$ cat config.mk
export PLATFORM = sky130hd
export DESIGN_NAME = sample_trigger_mc
export DESIGN_NICKNAME = d
export VERILOG_FILES = /design/src/rtl/iagc_pkg.sv /design/src/rtl/sample_trigger_channel.sv /design/src/rtl/sample_trigger_mc.sv
export SDC_FILE = /design/constraint.sdc
export NUM_CORES = 1
export LEC_CHECK = 0
export ABC_AREA = 1
export BUFFER_PORTS_ARGS = -buffer_cell sky130_fd_sc_hd__buf_4
export CAP_MARGIN = 10
export CORE_MARGIN = 4
export CORE_UTILIZATION = 51
export DETAILED_ROUTE_END_ITERATION = 12
export HOLD_SLACK_MARGIN = 0.1
export PLACE_DENSITY_LB_ADDON = 0.05
export SLEW_MARGIN = 10
export SYNTH_ARGS = -nofsm -noshare
export SYNTH_HDL_FRONTEND = slang
export SYNTH_HIERARCHICAL = 1
export SYNTH_SLANG_ARGS = --single-unit
$ cat constraint.sdc
create_clock -name i_clock -period 1.5 [get_ports i_clock]
set_input_delay 0.15 -clock i_clock [delete_from_list [all_inputs] [get_ports i_clock]]
set_output_delay 0.15 -clock i_clock [all_outputs]
set_load 0.05 [all_outputs]
$ cat src/rtl/iagc_pkg.sv
// Shared IAGC definitions: status bus encodings and the burst capture FSM states.
package iagc_pkg;

  localparam int IAGC_STATUS_SIZE = 4;

  localparam logic [IAGC_STATUS_SIZE-1:0] IAGC_STATUS_RESET = 4'b0000;
  localparam logic [IAGC_STATUS_SIZE-1:0] IAGC_STATUS_INIT  = 4'b0001;
  localparam logic [IAGC_STATUS_SIZE-1:0] IAGC_STATUS_IDLE  = 4'b0010;

  typedef enum logic [1:0] {
    ST_WAIT    = 2'd0,
    ST_DELAY   = 2'd1,
    ST_CAPTURE = 2'd2,
    ST_HOLDOFF = 2'd3
  } burst_state_e;

endpackage

$ cat src/rtl/sample_trigger_channel.sv
// One capture engine: gate edge detect, burst FSM with delay/sample counters,
// and registered valid/done strobes.
module sample_trigger_channel
  import iagc_pkg::*;
#(
  parameter int COUNT_WIDTH = 16
) (
  input  logic                   i_clock,
  input  logic                   i_reset,
  input  logic                   i_run,
  input  logic                   i_mode,
  input  logic                   i_adc_data_valid,
  input  logic                   i_gate,
  input  logic [COUNT_WIDTH-1:0] i_delay,
  input  logic [COUNT_WIDTH-1:0] i_num_samples,
  output logic                   o_valid,
  output logic                   o_busy,
  output logic                   o_done
);

  localparam logic [COUNT_WIDTH-1:0] ONE = COUNT_WIDTH'(1);

  burst_state_e           state_q, state_d;
  logic                   gate_q, rise;
  logic [COUNT_WIDTH-1:0] dly_q, dly_d, smp_q, smp_d;
  logic                   valid_d, done_d;

  assign rise = i_gate & ~gate_q;

  always_ff @(posedge i_clock or posedge i_reset) begin
    if (i_reset) begin
      state_q <= ST_WAIT;
      gate_q  <= 1'b0;
      dly_q   <= '0;
      smp_q   <= '0;
      o_valid <= 1'b0;
      o_done  <= 1'b0;
    end else begin
      state_q <= state_d;
      gate_q  <= i_gate;
      dly_q   <= dly_d;
      smp_q   <= smp_d;
      o_valid <= valid_d;
      o_done  <= done_d;
    end
  end

  // Mode is only consulted in WAIT, so a burst in flight always finishes.
  always_comb begin
    state_d = state_q;
    dly_d   = dly_q;
    smp_d   = smp_q;
    valid_d = 1'b0;
    done_d  = 1'b0;
    if (!i_run) begin
      state_d = ST_WAIT;
    end else begin
      case (state_q)
        ST_WAIT: begin
          if (!i_mode) begin
            valid_d = i_gate & i_adc_data_valid;
          end else if (rise) begin
            dly_d = i_delay;
            smp_d = i_num_samples;
            if (i_num_samples == '0) begin
              state_d = ST_HOLDOFF;
              done_d  = 1'b1;
            end else if (i_delay == '0) begin
              state_d = ST_CAPTURE;
            end else begin
              state_d = ST_DELAY;
            end
          end
        end
        ST_DELAY: begin
          if (i_adc_data_valid) begin
            dly_d = dly_q - ONE;
            if (dly_q == ONE) state_d = ST_CAPTURE;
          end
        end
        ST_CAPTURE: begin
          if (i_adc_data_valid) begin
            valid_d = 1'b1;
            smp_d   = smp_q - ONE;
            if (smp_q == ONE) begin
              state_d = ST_HOLDOFF;
              done_d  = 1'b1;
            end
          end
        end
        ST_HOLDOFF: begin
          if (!i_gate) state_d = ST_WAIT;
        end
        default: state_d = ST_WAIT;
      endcase
    end
  end

  always_comb begin
    o_busy = (state_q == ST_DELAY) || (state_q == ST_CAPTURE);
  end

endmodule

$ cat src/rtl/sample_trigger_mc.sv
// Multi-channel sample trigger: one capture engine per gate, all sharing the
// ADC strobe, mode, burst config and the IAGC run qualifier.
module sample_trigger_mc #(
  parameter int N_CHANNELS       = 4,
  parameter int IAGC_STATUS_SIZE = iagc_pkg::IAGC_STATUS_SIZE,
  parameter int COUNT_WIDTH      = 16
) (
  input  logic                        i_clock,
  input  logic                        i_reset,
  input  logic [IAGC_STATUS_SIZE-1:0] i_iagc_status,
  input  logic                        i_adc_data_valid,
  input  logic [N_CHANNELS-1:0]       i_gate,
  input  logic                        i_mode,
  input  logic [COUNT_WIDTH-1:0]      i_delay,
  input  logic [COUNT_WIDTH-1:0]      i_num_samples,
  output logic [N_CHANNELS-1:0]       o_valid,
  output logic [N_CHANNELS-1:0]       o_busy,
  output logic [N_CHANNELS-1:0]       o_done
);

  logic run;

  assign run = (i_iagc_status == IAGC_STATUS_SIZE'(iagc_pkg::IAGC_STATUS_IDLE));

  for (genvar c = 0; c < N_CHANNELS; c++) begin : g_ch
    sample_trigger_channel #(
      .COUNT_WIDTH (COUNT_WIDTH)
    ) u_ch (
      .i_clock          (i_clock),
      .i_reset          (i_reset),
      .i_run            (run),
      .i_mode           (i_mode),
      .i_adc_data_valid (i_adc_data_valid),
      .i_gate           (i_gate[c]),
      .i_delay          (i_delay),
      .i_num_samples    (i_num_samples),
      .o_valid          (o_valid[c]),
      .o_busy           (o_busy[c]),
      .o_done           (o_done[c])
    );
  end

endmodule

# ---- Yosys cells after proc, flatten, opt, wreduce, memory -nomap -nowiden
# Cells that the tools add are included.
dict set report classes {
  n_addsub 8
  n_eq_ne 65
  div_mod_pow 0
  n_reduce_logical 30
  n_lt_le_gt_ge 0
  n_bitwise 12
  shifts 0
  mux 108
  mul 0
}
# operator count
set op_table {}
lappend op_table {{$mux W16} 24}
lappend op_table {{$pmux W16 S2} 8}
lappend op_table {{$eq A16 B1 Y1 const B} 8}
lappend op_table {{$sub A16 B1 Y16 const B} 8}
lappend op_table {{$mux W2} 34}
lappend op_table {{$ne A3 B3 Y1 const B} 19}
lappend op_table {{$reduce_and A5 Y1} 8}
lappend op_table {{$logic_not A16 Y1} 2}
lappend op_table {{$pmux W2 S4} 4}
lappend op_table {{$mux W1} 30}
lappend op_table {{$reduce_and A7 Y1} 4}
lappend op_table {{$ne A3 B2 Y1 const B} 9}
lappend op_table {{$ne A2 B2 Y1 const B} 12}
lappend op_table {{$eq A2 B2 Y1 const B} 8}
lappend op_table {{$pmux W1 S2} 8}
lappend op_table {{$reduce_bool A2 Y1} 8}
lappend op_table {{$and A1 B1 Y1} 8}
lappend op_table {{$eq A2 B1 Y1 const B} 4}
lappend op_table {{$logic_not A2 Y1} 4}
lappend op_table {{$ne A2 B1 Y1 const B} 4}
lappend op_table {{$eq A4 B2 Y1 const B} 1}
lappend op_table {{$logic_or A1 B1 Y1} 4}
lappend op_table {{$not A1 Y1} 4}
dict set report word_totals {
  mem_count 0
  rom_bits 0
  out_inout_bits 12
  register_bits 148
  inputBits 44
  latch_bits 0
  mem_bits_rw 0
}

# ---- Depth between registers and ports, before layout
dict set report depth {
  ltp_word 7
  mapped_depth 12
}

# ---- Hierarchy
# The synthesis kept the hierarchy.
# module cells_each instances area_each_um2 seq_area_each_um2
set modules_own_cells {}
lappend modules_own_cells {{sample_trigger_channel (g_ch[2].u_ch ...)} 443 2 2865.2 925.9}
lappend modules_own_cells {{sample_trigger_channel (g_ch[0].u_ch ...)} 442 2 2851.5 925.9}
lappend modules_own_cells {sample_trigger_mc 6 1 22.5 0.0}

# ---- Worst setup path after synthesis
# No wires, ideal clock.
dict set report synth_path {
  path_type {input to register}
  startpoint {input i_iagc_status[0]}
  endpoint {register g_ch[0].u_ch.smp_q[11]}
  path_slack_ns -0.465
  setup_ns 0.113
  arrival_ns 1.852
  path_stages 11
  cell_sequence {inv_1 > nand2_1 > nor2_1 > inv_2 > a21oi_4 > nand3_4 > clkinv_2 > buf_6 > nand3_2 > nand2_1 > inv_1}
}
dict set report synth_between {
  elab_chain_len 2
}
# item line_no
set synth_rtl {}
lappend synth_rtl {{from (decl)} sample_trigger_mc.sv:10} ;# input logic [IAGC_STATUS_SIZE-1:0] i_iagc_status,
lappend synth_rtl {{$eq A4 B2 Y1} sample_trigger_mc.sv:23} ;# assign run = (i_iagc_status == IAGC_STATUS_SIZE'(iagc_pkg::IAGC_STATUS_IDLE));
lappend synth_rtl {{named net run} sample_trigger_mc.sv:21} ;# logic run;
lappend synth_rtl {{$reduce_and A5 Y1 (no line)} -}
lappend synth_rtl {{to (signal assigned)} sample_trigger_channel.sv:42} ;# smp_q <= smp_d;
lappend synth_rtl {{to (decl)} sample_trigger_channel.sv:25} ;# logic [COUNT_WIDTH-1:0] dly_q, dly_d, smp_q, smp_d;
# The timed path passes the listed nets, and every way through them passes these cells.
# A chain may end at the register's enable or synchronous reset.

# ---- Final worst setup path
dict set report layout_path {
  startpoint {register g_ch[1].u_ch.state_q[0]}
  endpoint {register g_ch[1].u_ch.dly_q[9]}
}
dict set report layout_between {
  elab_chain_len 3
  word_cells_on_any_way 8
  classes_between {eq/ne (4); mux (1); reduce/logical (3)}
}
# item line_no
set layout_rtl {}
lappend layout_rtl {{from (decl)} sample_trigger_channel.sv:23} ;# burst_state_e state_q, state_d;
lappend layout_rtl {{from (signal assigned)} sample_trigger_channel.sv:39} ;# state_q <= state_d;
lappend layout_rtl {{$eq A2 B1 Y1 or $logic_not A2 Y1 (tied branches)} sample_trigger_channel.sv:58} ;# case (state_q)
lappend layout_rtl {{$ne A2 B2 Y1 (no line) (tied with other cells)} -}
lappend layout_rtl {{$reduce_and A5 Y1 (no line)} -}
lappend layout_rtl {{to (signal assigned)} sample_trigger_channel.sv:41} ;# dly_q <= dly_d;
lappend layout_rtl {{to (decl)} sample_trigger_channel.sv:25}
# Parallel ways exist; a longest one is shown, timed or not.

==> flow_summary_export.csv <==
group,metric,value,unit
outcome,status,"finished with violations",
outcome,violations,"setup timing",
detailed_routing,wl_met2,17460,um
logic_synthesis,synth-simple-area-share,36.27,%
logic_synthesis,synth.distinct_cells,45,
sta,layout_setup_ws,-0.1492,ns
sta,report.final.hold_viol_count,0,
logic_synthesis,syn-cell-area,11460,sq um
placement,dp.cells,2162,
cts,cts_root_buf,"clkbuf_16",
logic_synthesis,async_reset_ff_share,100.0,%
sta,rsz0062_at_grt,"yes",
logic_synthesis,ys_seq_area_share,32.33,%
floorplan,die_area,24920,sq um
logic_synthesis,synth_edf_count,0,
power_and_ir_drop,seqPwrFrac,40.8,%
logic_synthesis,synth_nets,1852,
detailed_routing,post_drt_wl_per_cell,16.28,um
detailed_routing,detail_route.iter0.violations,953,
sta,fin_crit,1.649,ns
global_routing,grt_overflow_total,0,
sta,finalSetupViolCount,109,
global_routing,grt_max_degree,38,
setup_path,slowest_delay,0.45,ns
power_and_ir_drop,p_int,0.008506,W
placement,portBuffers,55,
power_and_ir_drop,irDropWorstVdd,0.6187,mV
setup_path,critical_path.top_delay_family,"buffers and inverters",
setup_path,cpMaxStageDelayCell,"dfrtp_2",
floorplan,num_io_pins,56,
sta,fin_crit_sh,109.9,%
final_layout,antennaDiodeCount,0,
power_and_ir_drop,p_total,0.01288,W
power_and_ir_drop,comb_power_share,23.9,%
floorplan,die_h,157.9,um
power_and_ir_drop,powerDensity,834.0,nW/um^2
detailed_routing,wl_met3,2523,um
power_and_ir_drop,power_frac_clock,35.3,%
power_and_ir_drop,power_switching_share,33.95,%
cts,clock_latency,0.43,ns
final_layout,drive_gt1_share,28.77,%
detailed_routing,top_layer,"met4",
detailed_routing,wl_met1,15910,um
cts,cts_sinks,148,
detailed_routing,vias,12410,
floorplan,rows,54,
sta,relSlewSlack,62.84,%
setup_path,crit_fanout,5,
placement,dp_hpwl,23880,um
detailed_routing,ant_nets,0,
global_routing,grt_first_pass_wirelength,58380,um
setup_path,worstPathArrival,1.97,ns
floorplan,initial_utilization,52.17,%
logic_synthesis,synth_top_family_by_area,"simple AND/OR/NAND/NOR gates",
logic_synthesis,synth_compound_area_share,15.25,%
global_routing,grt_pass1_vias,11650,
final_layout,syn_to_final_growth,34.79,%
sta,skew,0.008442,ns
setup_path,cp_cell_sequence,"inv_4 > ha_4 > inv_4 > nor2_2 > nor2_2 > buf_4 > clkbuf_16 > buf_6 > nand2_1 > nand2_1 > nand2_1 > inv_1",
cts,cts_buffer_depth,2,
cts,cts_buffers,17,
detailed_routing,drt_pass1_iterations,5,
logic_synthesis,muxShareOfSynthArea,0,%
power_and_ir_drop,p_leak,7.041,nW
logic_synthesis,synth.avg_cell_area,6.450,sq um
floorplan,die_w,157.9,um
detailed_routing,drc,0,
detailed_routing,finalWirelength,37030,um
worst_hold_path,hold_class,"in -> reg",
sta,fin_setup_tns,-6.408,ns
detailed_routing,viasPerCell,5.454,
sta,fmaxAchievable,606.3,MHz
global_routing,grt_antenna_before_repair,0,
final_layout,nFillCells,1803,
setup_path,cpMostUsedCell,"nand2_1",
run,drv_cap,0,
final_layout,fin_area,15440,sq um
setup_path,cp-start-kind,"register",
sta,slew_violations,0,
placement,gp_congestion,0.9179,
cts,cts_tree,"yes",
cts,clk_pin_slew_worst_paths,0.06,ns
logic_synthesis,synth-adder-area-share,3.495,%
placement,post-place-ws,-0.1587,ns
final_layout,final_cell_count_no_fill,2275,
logic_synthesis,ys_ff_latch,148,
setup_path,critPathKind,"reg -> reg",
logic_synthesis,ys_warn_count,6,
setup_path,path_buf_inv,6,
final_layout,nets,2058,
global_routing,grt_usage,29.15,%
logic_synthesis,yosys_most_used_dff,"dfrtp_1",
power_and_ir_drop,switching_power,0.004371,W
cts,cts_max_level,4,
sta,tightest_slew,0.5575,ns
placement,placed_area,12770,sq um
logic_synthesis,synthCells,1776,
logic_synthesis,synth_xor_area_share,1.070,%
setup_path,crit_path_end_kind,"register",
setup_path,cp.required,1.83,ns
floorplan,core_area,21960,sq um
==> logic make-up (layout without fill, tap and decap cells) <==
logic type               after synthesis  in the layout
AO/OA/AOI/OAI                        300            300
adder cells (fa/ha/maj)               32             32
buffers and inverters                299            515
AND/OR/NAND/NOR                      983            986
flip-flops                           148            148
XOR/XNOR                              14             14
==> worst paths after layout <==
kind | from | to | slack (ns) | depth (start not counted)
worst max-delay path | g_ch[1].u_ch/state_q[0] | g_ch[1].u_ch/dly_q[9] | -0.15 | 12
worst min-delay path | i_delay[3] | g_ch[0].u_ch/dly_q[3] | 0.12 | 3
worst max register to register | g_ch[1].u_ch/state_q[0] | g_ch[1].u_ch/dly_q[9] | -0.15 | 12
worst min register to register | g_ch[1].u_ch/dly_q[13] | g_ch[1].u_ch/dly_q[13] | 0.51 | 2
max in group asynchronous | i_reset | g_ch[3].u_ch/dly_q[0] | 0.62 | 4
min in group asynchronous | i_reset | g_ch[0].u_ch/dly_q[9] | 0.44 | 4
==> routing by layer <==
metal  vias up  track usage [%]
met1      5815            39.22
met5         -                0
met3        80            4.565
met4         0            9.709
met2       428            48.14
li1       6084                -
==> registers in the layout, indices dropped and copies added (netlist names) <==
register and flops:
g_ch.u_ch/o_valid 4, g_ch.u_ch/state_q 8, g_ch.u_ch/smp_q 64, g_ch.u_ch/gate_q 4
g_ch.u_ch/o_done 4, g_ch.u_ch/dly_q 64
==> synth_stat cells (18+ instances only) <==
library cell	instances	area (sq um)
nand2_1	464	1742
nor2_1	329	1235
inv_1	227	852.1
dfrtp_1	148	3704
o21ai_0	128	640.6
nand3_1	112	560.5
a21oi_1	62	310.3
o21ai_1	38	190.2
ha_1	32	400.4
buf_6	18	202.7
nand4_1	18	112.6
o22ai_1	18	112.6
==> power by group through the flow <==
stage | Combinational (W) | Sequential, W | Clock, W
finish | 0.00308 | 0.00525 | 0.00455
global route | 0.00346 | 0.00533 | 0.00479
CTS | 0.00274 | 0.00518 | 0.00459
detailed placement | 0.00264 | 0.00524 | 0
global placement | 0.00258 | 0.00523 | 0
floorplan | 0.00183 | 0.00509 | 0
==> worst reg2reg max path, cell delays in order (launching register included) <==
cell and delay, ns:
dfrtp_2 0.45, inv_4 0.10, ha_4 0.16, inv_4 0.05
nor2_2 0.13, nor2_2 0.08, buf_4 0.15, clkbuf_16 0.15
buf_6 0.11, nand2_1 0.05, nand2_1 0.04, nand2_1 0.05
inv_1 0.03
==> layout by cell type (no fill, tap or decap), types with 5 or more instances in the layout <==
master and instances:
clkinvlp_4 7, xor2_1 14, nor2_1 277, o21ai_2 47
nand2_2 41, dfrtp_2 8, nand3b_1 8, a21oi_1 42
nand3_4 5, clkbuf_16 18, o22ai_1 14, nand3_2 11
ha_4 18, inv_2 26, nand4_1 18, ha_2 6
nor2_4 31, inv_4 9, buf_12 13, buf_8 9
ha_1 8, buf_6 41, dfrtp_1 140, nor3_1 12
inv_1 199, buf_4 157, o21ai_1 70, o211ai_1 10
nor2_2 43, dlygate4sd3_1 13, nand3_1 105, nand2_4 8
o21ai_0 55, a21oi_2 25, nand2_1 417, clkinv_8 5
==> per-stage QoR <==
step / utilization (%) / hold WS, ns
6_report: 70.32 / 0.1160
5_1_grt: 70.32 / 0.1096
4_1_cts: 65.27 / 0.1002
3_5_place_dp: 58.17 / 0.2972
3_3_place_gp: 58.17 / 0.2965
2_1_floorplan: - / 0.1814
==> area by class of cell <==
class | instances | area, sq um | share of cell area, %
Multi-Input combinational cell | 1332 | 7490 | 48.50
Timing Repair inverter | 5 | 53.80 | 0.3484
Inverter | 243 | 999.7 | 6.474
Clock buffer | 20 | 456.7 | 2.958
Timing Repair Buffer | 235 | 2223 | 14.40
Tap cell | 280 | 350.3 | 2.269
Sequential cell | 148 | 3714 | 24.05
Clock inverter | 12 | 153.9 | 0.9967
==> timing repair <==
item / 4_1_cts / 5_1_grt
endpoints found under the hold margin: 161 / 2
resized for setup: 154 / 279
pin swaps: 35 / 81
cloned: 11 / 1
endpoints found under the setup margin: 140 / 143
buffers inserted: 27 / 35
hold buffers: 11 / 2
Note: power is estimated with default switching activity, not from simulation.
